==> src/rtl/mips_pkg.sv <==
// Shared MIPS pipeline definitions: branch opcodes, 2-bit counter encodings
// and the saturating counter step used by the branch history table.
package mips_pkg;

  localparam logic [5:0] OPC_BEQ = 6'h04;
  localparam logic [5:0] OPC_BNE = 6'h05;

  typedef enum logic [1:0] {
    SNT = 2'b00,  // strongly not taken
    WNT = 2'b01,  // weakly not taken
    WT  = 2'b10,  // weakly taken
    ST  = 2'b11   // strongly taken
  } cnt_e;

  // True for the conditional branches the predictor handles.
  function automatic logic is_branch(input logic [5:0] opc);
    return (opc == OPC_BEQ) || (opc == OPC_BNE);
  endfunction

  // One saturating step of a 2-bit counter towards the observed outcome.
  function automatic logic [1:0] cnt_next(input logic [1:0] cnt, input logic taken);
    logic [1:0] nxt;
    nxt = cnt;
    if (taken && (cnt != ST)) begin
      nxt = cnt + 2'd1;
    end else if (!taken && (cnt != SNT)) begin
      nxt = cnt - 2'd1;
    end
    return nxt;
  endfunction

endpackage

==> src/rtl/bht_2bit.sv <==
// Branch history table: 2^BHT_IDX_W two-bit saturating counters with an
// asynchronous read port (IF lookup) and a clocked update port (ID resolution).
// A lookup of the entry being updated returns the pre-update value.
module bht_2bit
  import mips_pkg::*;
#(
  parameter int         BHT_IDX_W = 4,
  parameter logic [1:0] CNT_INIT  = 2'b01
) (
  input  logic                 clk,
  input  logic                 rst_n,
  input  logic [BHT_IDX_W-1:0] rd_idx,
  output logic [1:0]           rd_cnt,
  input  logic                 upd_en,
  input  logic [BHT_IDX_W-1:0] upd_idx,
  input  logic                 upd_taken
);

  localparam int ENTRIES = 1 << BHT_IDX_W;

  logic [1:0] cnt_q [ENTRIES];

  // Counter array: reset every entry, saturating step on resolution.
  // NOTE: the table is small and must start at a known predictor state, so it
  // is built from resettable flops rather than a RAM macro.
  // NOTE: sequential state uses non-blocking assignments so every flop samples
  // pre-edge values regardless of statement order.
  always_ff @(posedge clk or negedge rst_n) begin
    if (!rst_n) begin
      for (int i = 0; i < ENTRIES; i++) begin
        cnt_q[i] <= CNT_INIT;
      end
    end else if (upd_en) begin
      cnt_q[upd_idx] <= cnt_next(cnt_q[upd_idx], upd_taken);
    end
  end

  assign rd_cnt = cnt_q[rd_idx];

endmodule

==> src/rtl/branch_predict_unit.sv <==
// IF-stage dynamic branch predictor with ID-stage resolution and recovery.
// Predicts beq/bne from a PC-indexed 2-bit counter table, shadows the
// prediction alongside IF/ID, and on a mispredict flushes IF/ID and supplies
// the corrected fetch PC in the same cycle.
// Optional statistics counters are built when BRPRED_STATS_EN is defined;
// otherwise br_count and mispred_count are tied to zero.
module branch_predict_unit
  import mips_pkg::*;
#(
  parameter int         BHT_IDX_W = 4,
  parameter logic [1:0] CNT_INIT  = 2'b01
) (
  input  logic        clk,
  input  logic        rst_n,
  input  logic [31:0] pc_if,
  input  logic [31:0] inst_if,
  input  logic        pc_write,
  input  logic        if_id_write,
  input  logic        br_resolve_id,
  input  logic        br_taken_id,
  output logic        pred_taken_if,
  output logic [31:0] pred_pc_if,
  output logic        flush_if_id,
  output logic [31:0] redirect_pc,
  output logic [15:0] br_count,
  output logic [15:0] mispred_count
);

  // Prediction context for the instruction currently held in IF/ID.
  typedef struct packed {
    logic                 valid;
    logic                 pred_taken;
    logic [BHT_IDX_W-1:0] idx;
    logic [31:0]          pc_plus4;
    logic [31:0]          target;
  } shadow_t;

  logic                 is_branch_if;
  logic [BHT_IDX_W-1:0] idx_if;
  logic [31:0]          pc_plus4_if;
  logic [31:0]          target_if;
  logic [1:0]           cnt_if;
  shadow_t              shadow_q;
  logic                 res;
  logic                 mispredict;

  // Register fields and operands the predictor never looks at.
  logic unused_inst_bits;
  assign unused_inst_bits = ^inst_if[25:16];

  // IF lookup: decode, target computation and prediction are purely combinational.
  assign is_branch_if  = is_branch(inst_if[31:26]);
  assign idx_if        = pc_if[BHT_IDX_W+1:2];
  assign pc_plus4_if   = pc_if + 32'd4;
  assign target_if     = pc_plus4_if + {{14{inst_if[15]}}, inst_if[15:0], 2'b00};
  assign pred_taken_if = is_branch_if & cnt_if[1];
  assign pred_pc_if    = pred_taken_if ? target_if : pc_plus4_if;

  bht_2bit #(
    .BHT_IDX_W (BHT_IDX_W),
    .CNT_INIT  (CNT_INIT)
  ) u_bht (
    .clk       (clk),
    .rst_n     (rst_n),
    .rd_idx    (idx_if),
    .rd_cnt    (cnt_if),
    .upd_en    (res),
    .upd_idx   (shadow_q.idx),
    .upd_taken (br_taken_id)
  );

  // ID resolution: act only in non-stalled cycles so a held branch resolves once.
  // NOTE: every output of this block gets a default first, so no path leaves a
  // signal unassigned and no latch is inferred.
  always_comb begin
    res         = 1'b0;
    mispredict  = 1'b0;
    flush_if_id = 1'b0;
    redirect_pc = 32'h0;
    res         = br_resolve_id & shadow_q.valid & pc_write & if_id_write;
    mispredict  = res & (br_taken_id != shadow_q.pred_taken);
    if (mispredict) begin
      flush_if_id = 1'b1;
      redirect_pc = br_taken_id ? shadow_q.target : shadow_q.pc_plus4;
    end
  end

  // Shadow register tracks IF/ID: bubble on flush, hold on stall, else load IF.
  always_ff @(posedge clk or negedge rst_n) begin
    if (!rst_n) begin
      shadow_q <= '0;
    end else if (mispredict) begin
      shadow_q.valid <= 1'b0;
    end else if (if_id_write) begin
      shadow_q <= '{valid:      is_branch_if,
                    pred_taken: pred_taken_if,
                    idx:        idx_if,
                    pc_plus4:   pc_plus4_if,
                    target:     target_if};
    end
  end

`ifdef BRPRED_STATS_EN
  logic [15:0] br_count_q;
  logic [15:0] mispred_count_q;

  // Saturating event counters for resolved branches and mispredicts.
  always_ff @(posedge clk or negedge rst_n) begin
    if (!rst_n) begin
      br_count_q      <= 16'h0;
      mispred_count_q <= 16'h0;
    end else begin
      if (res && (br_count_q != 16'hFFFF)) begin
        br_count_q <= br_count_q + 16'd1;
      end
      if (mispredict && (mispred_count_q != 16'hFFFF)) begin
        mispred_count_q <= mispred_count_q + 16'd1;
      end
    end
  end

  assign br_count      = br_count_q;
  assign mispred_count = mispred_count_q;
`else
  assign br_count      = 16'h0;
  assign mispred_count = 16'h0;
`endif

endmodule
==> config.mk <==
export PLATFORM = sky130hd
export DESIGN_NAME = branch_predict_unit
export DESIGN_NICKNAME = d
export VERILOG_FILES = /design/src/rtl/mips_pkg.sv /design/src/rtl/bht_2bit.sv /design/src/rtl/branch_predict_unit.sv
export SDC_FILE = /design/constraint.sdc
export NUM_CORES = 1
export LEC_CHECK = 0
export ABC_AREA = 1
export CAP_MARGIN = 10
export CORE_MARGIN = 2
export CORE_UTILIZATION = 58
export CTS_BUF_LIST = sky130_fd_sc_hd__clkbuf_8
export CTS_CLUSTER_DIAMETER = 30
export DETAILED_ROUTE_END_ITERATION = 8
export DONT_BUFFER_PORTS = 1
export HOLD_SLACK_MARGIN = 0.02
export PLACE_DENSITY = 0.74
export SKIP_LAST_GASP = 1
export SLEW_MARGIN = 10
export SYNTH_ARGS = -nofsm -noshare
export SYNTH_HDL_FRONTEND = slang
export SYNTH_SLANG_ARGS = --single-unit
==> constraint.sdc <==
create_clock -name clk -period 10 [get_ports clk]
set_input_delay 2 -clock clk [delete_from_list [all_inputs] [get_ports clk]]
set_output_delay 2 -clock clk [all_outputs]
set_load 0.01 [all_outputs]
[Word level (Yosys, flattened, before mapping)]
Cells that the tools add are included.
Storage, ports and cells
  bits of input ports: 70
  bits in registers: 102
Operators by class
  bitwise logic cells: 8
  eq/ne operators: 4
  $add $sub $neg: 4
  order comparisons: 3
  reductions and logical operators: 8
  mux-type cells: 18
Operator list (count)
  32-bit two-way mux: 3
  70-bit two-way mux: 1
  32-bit by 3-bit adder with 32-bit output, second input constant: 1
  32-bit adder: 1
  32-bit bitwise mux: 1
  2-bit binary-select mux with 4-bit select: 2
  2-bit two-way mux: 8
  6-bit by 3-bit == test with 1-bit output, second input constant: 2
  5-bit >= comparator, second input constant: 2
  4-bit inverter with 5-bit output: 2
  2-bit demux with 4-bit select: 1
  1-bit bitwise AND: 5
  5-bit by 1-bit < comparator with 1-bit output, second input constant: 1
  2-bit nonzero test: 2
  1-bit logical AND: 3
  2-bit by 1-bit adder with 2-bit output, second input constant: 1
  1-bit two-way mux: 2
  2-bit != test, second input constant: 1
  2-bit AND reduction: 1
  2-bit by 1-bit subtractor with 2-bit output, second input constant: 1
  1-bit logical NOT: 1
  1-bit logical OR: 1
  1-bit != test: 1
  1-bit inverter: 1

[Longest topological paths before layout]
Gate-level depths: netlist of run 1.
  word-level depth: 10
  gate-level depth with buffers: 22

[Hierarchy]
Synthesis of run 1 repeated with hierarchy kept, for this count alone.
Unflattened totals
  cell total of the unflattened synthesis: 1383
  area, all modules: 8809.7 um2
Modules (own cells, without submodules)
  branch_predict_unit: cells an instance 1035, sequential area each 1701.6 um2, times used 1, area an instance 6517.5 um2
  bht_2bit: cells an instance 348, sequential area each 820.8 um2, times used 1, area an instance 2292.2 um2

[Worst setup path before layout of run 1]
Ideal clock, no wire load.
  kind: input to output
  start: input pc_if[2]
  end: output pred_pc_if[31]
  path slack: 3897 ps
  data required time: 8000 ps
  arrival: 4103 ps
  path buffers: 0
  stages on the path: 21
  cell sequence: ha_1 > nand2_1 > nor2_1 > nand3_1 > nor3_1 > nand2_1 > nand2_1 > inv_1 > ha_1 > inv_1 > nor3_1 > nand2_1 > inv_1 > nand2_1 > nand2_1 > inv_1 > nand2_1 > nand2_1 > nand2_1 > nand2_1 > nand2_1
RTL lines
  start, declared: RTL line branch_predict_unit.sv:15  | input logic [31:0] pc_if,
  32-bit by 3-bit adder with 32-bit output: RTL line branch_predict_unit.sv:54  | assign pc_plus4_if = pc_if + 32'd4;
  via pc_plus4_if[30]: RTL line branch_predict_unit.sv:40  | logic [31:0] pc_plus4_if;
  32-bit adder: RTL line branch_predict_unit.sv:55  | assign target_if = pc_plus4_if + {{14{inst_if[15]}}, inst_if[15:0], 2'b00};
  32-bit two-way mux: RTL line branch_predict_unit.sv:57  | assign pred_pc_if = pred_taken_if ? target_if : pc_plus4_if;
  end, declared: RTL line branch_predict_unit.sv:22  | output logic [31:0] pred_pc_if,
The timed path passes the listed nets, and every way through them passes these cells. The select of a mux whose other input is x is not followed.

[Worst setup path in the final report of run 1]
  start: input pc_if[2]
  end: output pred_pc_if[27]
The elaborated chain is that of the path after synthesis.

==> results.sh, run 1 <==
export IMPL_status="completed"
export IMPL_cts_setup_buffers=0
export IMPL_finalSetupViolCount=0
export IMPL_start_util_pct=58.6
export IMPL_wire_per_inst_um=16.9
export IMPL_vias=8353
export IMPL_grt_pass1_vias=7315
export IMPL_start_kind="input port"
export IMPL_core_um2=14400
export IMPL_postSynthCellCount=1329
export IMPL_htree_levels=3
export IMPL_min_period_ns=7.28
export IMPL_clock_skew_ns=0.0159
export IMPL_globalRoute_totalOverflow=0
export IMPL_antenna_cells=0
export IMPL_hpwl_um=19100
export IMPL_stdcell_count=1493
export IMPL_dp_cells=1477
export IMPL_drtIter0Drc=955
export IMPL_final_common_cell="nand2_1"
export IMPL_arrival_ns=5.28
export IMPL_area_delta_synth_final_pct=0.654
export IMPL_syn_area_um2=8420
export IMPL_hold_viol=0
export IMPL_end_kind="primary output"
export IMPL_fillerInstances=1454
export IMPL_ioPinCount=168
export IMPL_dieWidth_um=124
export IMPL_cts_tree="done"
export IMPL_fin_tns_setup_ns=0
export IMPL_fmax_mhz=137
export IMPL_num_rows=44
export IMPL_cts_hold_fix_buffers=0
export IMPL_ys_ff_latch=100
export IMPL_ctsRootBufferMaster="clkbuf_8"
export IMPL_gp_congestion=0.997
export IMPL_clock_sinks=100
export IMPL_p_per_area_nw_per_um2=115
export IMPL_drtAntennaViolNets=0
export IMPL_die_h_um=124
export IMPL_grt_pass1_wl_um=39900
export IMPL_cellLeakagePower_nw=4.47
export IMPL_dieArea_um2=15500
export IMPL_firstDrtPassIters=6
export IMPL_maxSlewViolCount=0
export IMPL_cts_buffers=9
export IMPL_drc=0
export IMPL_path_class="in -> out"
export IMPL_drt_wl_total_um=25200
export IMPL_clkLatencyLatePin_ns=0.40
export IMPL_clockBufferDepth=2
export IMPL_cp_max_fo=15
export IMPL_port_buffers=0
export IMPL_fin_hold_ws_ns=0.472
export IMPL_total_power_uw=975
export IMPL_finalNetCount=1413
export IMPL_synth_edf_count=0
export IMPL_tightest_slew_ns=0.973
export IMPL_worstPathRequired_ns=8.00
export IMPL_cap_viol_max_count=0
export IMPL_grt_max_degree=101
export IMPL_rsz0062_at_grt="no"
export IMPL_dominantRegCellSynth="dfrtp_1"
export IMPL_ir_drop_mv=0.0711
export IMPL_hp_class="reg -> reg"
export IMPL_cts_resized=0
export IMPL_syn_avg_cell_area_um2=6.33
export IMPL_seq_area_frac_synth_pct=30.0
export IMPL_synthArstFlopShare_pct=100
export IMPL_drive_gt1_share_pct=4.89
export IMPL_layout_common_cells="nand2_1 (525), inv_1 (145), nor2_1 (116), nand3_1 (85), dfrtp_1 (84)"
export IMPL_avgViaCountPerCell=5.59
export IMPL_post_route_period_util_pct=72.8
export IMPL_grtUsageTotal_pct=32.8
export IMPL_yosysWarnings=0
export IMPL_relSlewSlack_pct=35.0
export IMPL_ys_types=41
export IMPL_clkTransAtPathRegs_ns=0.10
export IMPL_antenna_found_initial=0
routing by layer:
layer  track usage [%]  routed length (um)
met5                 0                   0
met4              9.85                 654
met3              6.62                2590
met2              49.8               11000
met1              47.3               11000
critical path, stage by stage:
cell and delay (ns):
ha_1 0.31, nand2_1 0.13, nor2_1 0.36, nand2_1 0.28, nor2_1 0.18, xor2_1 0.44
ha_1 0.38, a21oi_1 0.19, nand2_1 0.10, a21oi_1 0.28, nor2_1 0.07, nor2_1 0.15
nand2_1 0.07, nand2_1 0.07, nand3_1 0.07, nand2_1 0.16
per-stage QoR:
stage | util (%) | worst slack, ns | cell area [um^2]
CTS | 59.0 | 2.82 | 8470
detailed placement | 57.7 | 2.84 | 8300
global placement | 57.7 | 2.83 | 8300
finish | 59.0 | 2.72 | 8470
global route | 59.0 | 2.50 | 8470
floorplan | - | 3.90 | 8530
kinds of logic after synthesis:
family | synth area share [%]
AO/OA/AOI/OAI | 9.99
XOR/XNOR | 3.84
adder cells (fa/ha/maj) | 5.89
buffers and inverters | 12.5
flip-flops | 30.0
other | 0.0446
AND/OR/NAND/NOR | 37.8
report_power, final:
part / leakage (nW) / total, mW / switching, mW / internal [mW]
clock: 0.0946 / 0.251 / 0.158 / 0.0932
sequential: 1.22 / 0.464 / 0.0207 / 0.444
combinational: 3.16 / 0.260 / 0.180 / 0.0798
total: 4.47 / 0.975 / 0.358 / 0.617
synth_stat cells (all sizes together) (4+ instances only):
master  number  share of area, %
nand3       87               5.4
o21ai       73               4.3
buf         52               4.9
xor2        29               3.0
o21bai      10              0.89
clkbuf      16              0.71
nand4       17               1.3
nor2       124               6.0
a22oi        8              0.71
a21oi       65               4.0
ha          38               5.6
dfrtp       84                25
xnor2        7              0.82
or2          4              0.30
nand2      532                24
inv        151               6.8
dfstp       16               5.0
nor3         7              0.48
state kept, by name, summed over array words and instances, names as in the netlist:
name and cells:
shadow_q 68, u_bht.cnt_q 32
cell type report:
type                    count  area, um^2  area share [%]
clock buffers               9         124            1.46
multi-input cells        1040        4960            58.6
flip-flops and latches    100        2520            29.8
repair buffers              1        7.51          0.0886
clock inverters             7        52.6           0.620
well taps                 184         230            2.72
inverters                 152         573            6.76
final timing paths:
kind,startpoint,to,slack (ns),cells past startpoint
max,pc_if[2],pred_pc_if[27],2.72,16
min,u_bht.cnt_q[18],u_bht.cnt_q[18],0.47,2
max reg2reg,shadow_q[68],shadow_q[24],6.84,8
min reg2reg,u_bht.cnt_q[18],u_bht.cnt_q[18],0.47,2
max in group asynchronous,rst_n,u_bht.cnt_q[4],8.50,0
min in group asynchronous,rst_n,u_bht.cnt_q[27],1.28,0
Note: power is estimated with default switching activity, not from simulation.
==> inputs of run 2 (changes only) <==
--- a/config.mk
+++ b/config.mk
@@ -14,7 +14,7 @@
 export DETAILED_ROUTE_END_ITERATION = 8
 export DONT_BUFFER_PORTS = 1
 export HOLD_SLACK_MARGIN = 0.02
-export PLACE_DENSITY = 0.74
+export PLACE_DENSITY = 0.76
 export SKIP_LAST_GASP = 1
 export SLEW_MARGIN = 10
 export SYNTH_ARGS = -nofsm -noshare
==> constraint.sdc (replaced) <==
create_clock -name clk -period 6.4 [get_ports clk]
set_input_delay 1.28 -clock clk [delete_from_list [all_inputs] [get_ports clk]]
set_output_delay 1.28 -clock clk [all_outputs]
set_load 0.01 [all_outputs]
==> run 2 against run 1 <==
  * Worst hold slack gained 0.0037 ns
  * Cell count is the same
  * Critical endpoint is now pred_pc_if[17]
  * Largest cell class unchanged
  * Die area is the same
  * Critical path type unchanged
  * Via count shrank 1.1%
  * Combinational power grew 54%
  * Non-clock buffer count is the same
  * Sequential power grew 56%
==> results.sh, run 2 (synthesized netlist as in run 1, its figures left out) <==
export IMPL_fmax_mhz=180
export IMPL_grt_max_degree=101
export IMPL_max_stage_delay_ns=0.39
export IMPL_core_um2=14400
export IMPL_grtUsageTotal_pct=31.9
export IMPL_finalInstanceArea_um2=8480
export IMPL_post_route_period_util_pct=86.7
export IMPL_status="completed"
export IMPL_worstPathCellList="ha_1 > nand2_1 > nor2_1 > nand3_1 > xor2_1 > inv_1 > ha_1 > nand2_1 > nor2_1 > inv_1 > nor2_1 > nor2_1 > nand2_1 > xnor2_1 > o21ai_0"
export IMPL_drc=0
export IMPL_layout_common_cells="nand2_1 (525), inv_1 (144), nor2_1 (116), nand3_1 (85), dfrtp_1 (84)"
export IMPL_drtIter0Drc=634
export IMPL_ctsRootBufferMaster="clkbuf_8"
export IMPL_cts_resized=0
export IMPL_drtAntennaViolNets=0
export IMPL_grt_pass1_vias=7408
export IMPL_vias=8264
export IMPL_holdPathStages=2
export IMPL_maxSlewViolCount=0
export IMPL_arrival_ns=4.27
export IMPL_port_buffers=0
export IMPL_ir_drop_mv=0.117
export IMPL_start_util_pct=58.6
export IMPL_top_register="shadow_q"
export IMPL_tightest_slew_ns=0.924
export IMPL_cpMostUsedCell="nor2_1"
export IMPL_multi_input_area_um2=4960
export IMPL_fin_tns_setup_ns=0
export IMPL_hold_end="u_bht.cnt_q[20]"
export IMPL_cts_setup_buffers=0
export IMPL_fillerInstances=1444
export IMPL_globalRoute_totalOverflow=0
export IMPL_die_h_um=124
export IMPL_drive_gt1_share_pct=4.97
export IMPL_clkTransAtPathRegs_ns=0.11
export IMPL_antenna_cells=0
export IMPL_cts_tree="done"
export IMPL_clockBufferDepth=2
export IMPL_cts_hold_fix_buffers=0
export IMPL_cap_viol_max_count=0
export IMPL_min_from="u_bht.cnt_q[20]"
export IMPL_wire_per_inst_um=16.6
export IMPL_largest_reg_flops=68
export IMPL_crit_buf_inv=2
export IMPL_dieWidth_um=124
export IMPL_hold_viol=0
export IMPL_grt_pass1_wl_um=39100
export IMPL_crit_family="simple AND/OR/NAND/NOR gates"
export IMPL_clock_sinks=100
export IMPL_clkLatencyLatePin_ns=0.41
export IMPL_ioPinCount=168
export IMPL_place_area_um2=8300
export IMPL_cts_buffers=9
export IMPL_cp_max_fo=15
export IMPL_hp_class="reg -> reg"
export IMPL_final_common_cell="nand2_1"
export IMPL_p_per_area_nw_per_um2=181
export IMPL_critPathSlowestCell="o21ai_0"
export IMPL_drt_wl_total_um=24800
export IMPL_area_delta_synth_final_pct=0.743
export IMPL_firstDrtPassIters=7
export IMPL_relSlewSlack_pct=38.3
export IMPL_gp_congestion=1.01
export IMPL_num_rows=44
export IMPL_clock_skew_ns=0.0206
export IMPL_min_period_ns=5.55
export IMPL_hpwl_um=18700
export IMPL_reg2reg_from="shadow_q[69]"
export IMPL_avgViaCountPerCell=5.54
export IMPL_top_regs="shadow_q x68, u_bht.cnt_q x32"
export IMPL_antenna_found_initial=0
export IMPL_dieArea_um2=15500
export IMPL_regArea_um2=2520
export IMPL_worstRegToRegCells=7
export IMPL_start_kind="input port"
export IMPL_worstPathRequired_ns=5.12
export IMPL_finalNetCount=1413
export IMPL_r2r_end="shadow_q[27]"
export IMPL_htree_levels=3
export IMPL_rsz0062_at_grt="no"
export IMPL_reg2reg_slack_ns=3.15
export IMPL_finalSetupViolCount=0
export IMPL_cellLeakagePower_nw=4.47
export IMPL_path_class="in -> out"
export IMPL_end_kind="primary output"
==> run 2: cell types whose count changed in the layout (fill, tap and decap cells not counted), sizes merged <==
cell,previous run,this run
inv,155,153
clkinv,3,5
==> run 2: cell type report <==
type / count / share of cell area, %
multi-input combinational: 1040 / 58.5
sequential: 100 / 29.7
inverter: 152 / 6.76
tap: 184 / 2.72
clock buffer: 9 / 1.46
clock inverter: 7 / 0.708
timing repair buffer: 1 / 0.0885
==> run 2: per-layer routing <==
metal / track usage [%] / vias up / wire length (um)
li1: - / 4058 / -
met1: 44.9 / 3821 / 10900
met2: 47.8 / 344 / 10700
met3: 9.15 / 41 / 2390
met4: 9.12 / 0 / 688
met5: 0 / - / 0
==> run 2: metrics by stage <==
| step | std cells | hold slack, ns | setup slack [ns] | utilization (%) | power [mW] |
|---|---|---|---|---|---|
| finish | 1493 | 0.476 | 0.852 | 59.0 | 1.54 |
| global route | 1493 | 0.489 | 0.597 | 59.0 | 1.63 |
| CTS | 1493 | 0.474 | 0.955 | 59.0 | 1.54 |
| detailed placement | 1477 | 0.456 | 0.970 | 57.7 | 1.13 |
| global placement | 1477 | 0.454 | 1.00 | 57.7 | 1.12 |
| floorplan | 1360 | 0.446 | 1.74 | - | 1.06 |
==> run 2: report_power, final <==
group	internal [mW]	total, mW	switching [mW]
sequential	0.693	0.726	0.0328
clock	0.147	0.409	0.262
combinational	0.125	0.401	0.277
total	0.965	1.54	0.571
==> run 2: how the worst max path moves through the flow <==
stage | to | slack, ns | cells past startpoint | from
after global placement | pred_pc_if[31] | 1.00 | 16 | pc_if[2]
after floorplan | pred_pc_if[31] | 1.74 | 21 | pc_if[2]
after CTS | pred_pc_if[31] | 0.95 | 16 | pc_if[2]
after global routing | pred_pc_if[17] | 0.60 | 15 | pc_if[2]
final | pred_pc_if[17] | 0.85 | 15 | pc_if[2]
after detailed placement | pred_pc_if[17] | 0.97 | 15 | pc_if[2]
==> run 2: worst register-to-register path, delay by kind of cell (launching register included) <==
family | cells | cell delay [ns]
compound gates | 1 | 0.10
buf+inv | 2 | 1.43
flops | 1 | 0.39
simple gates | 4 | 1.27
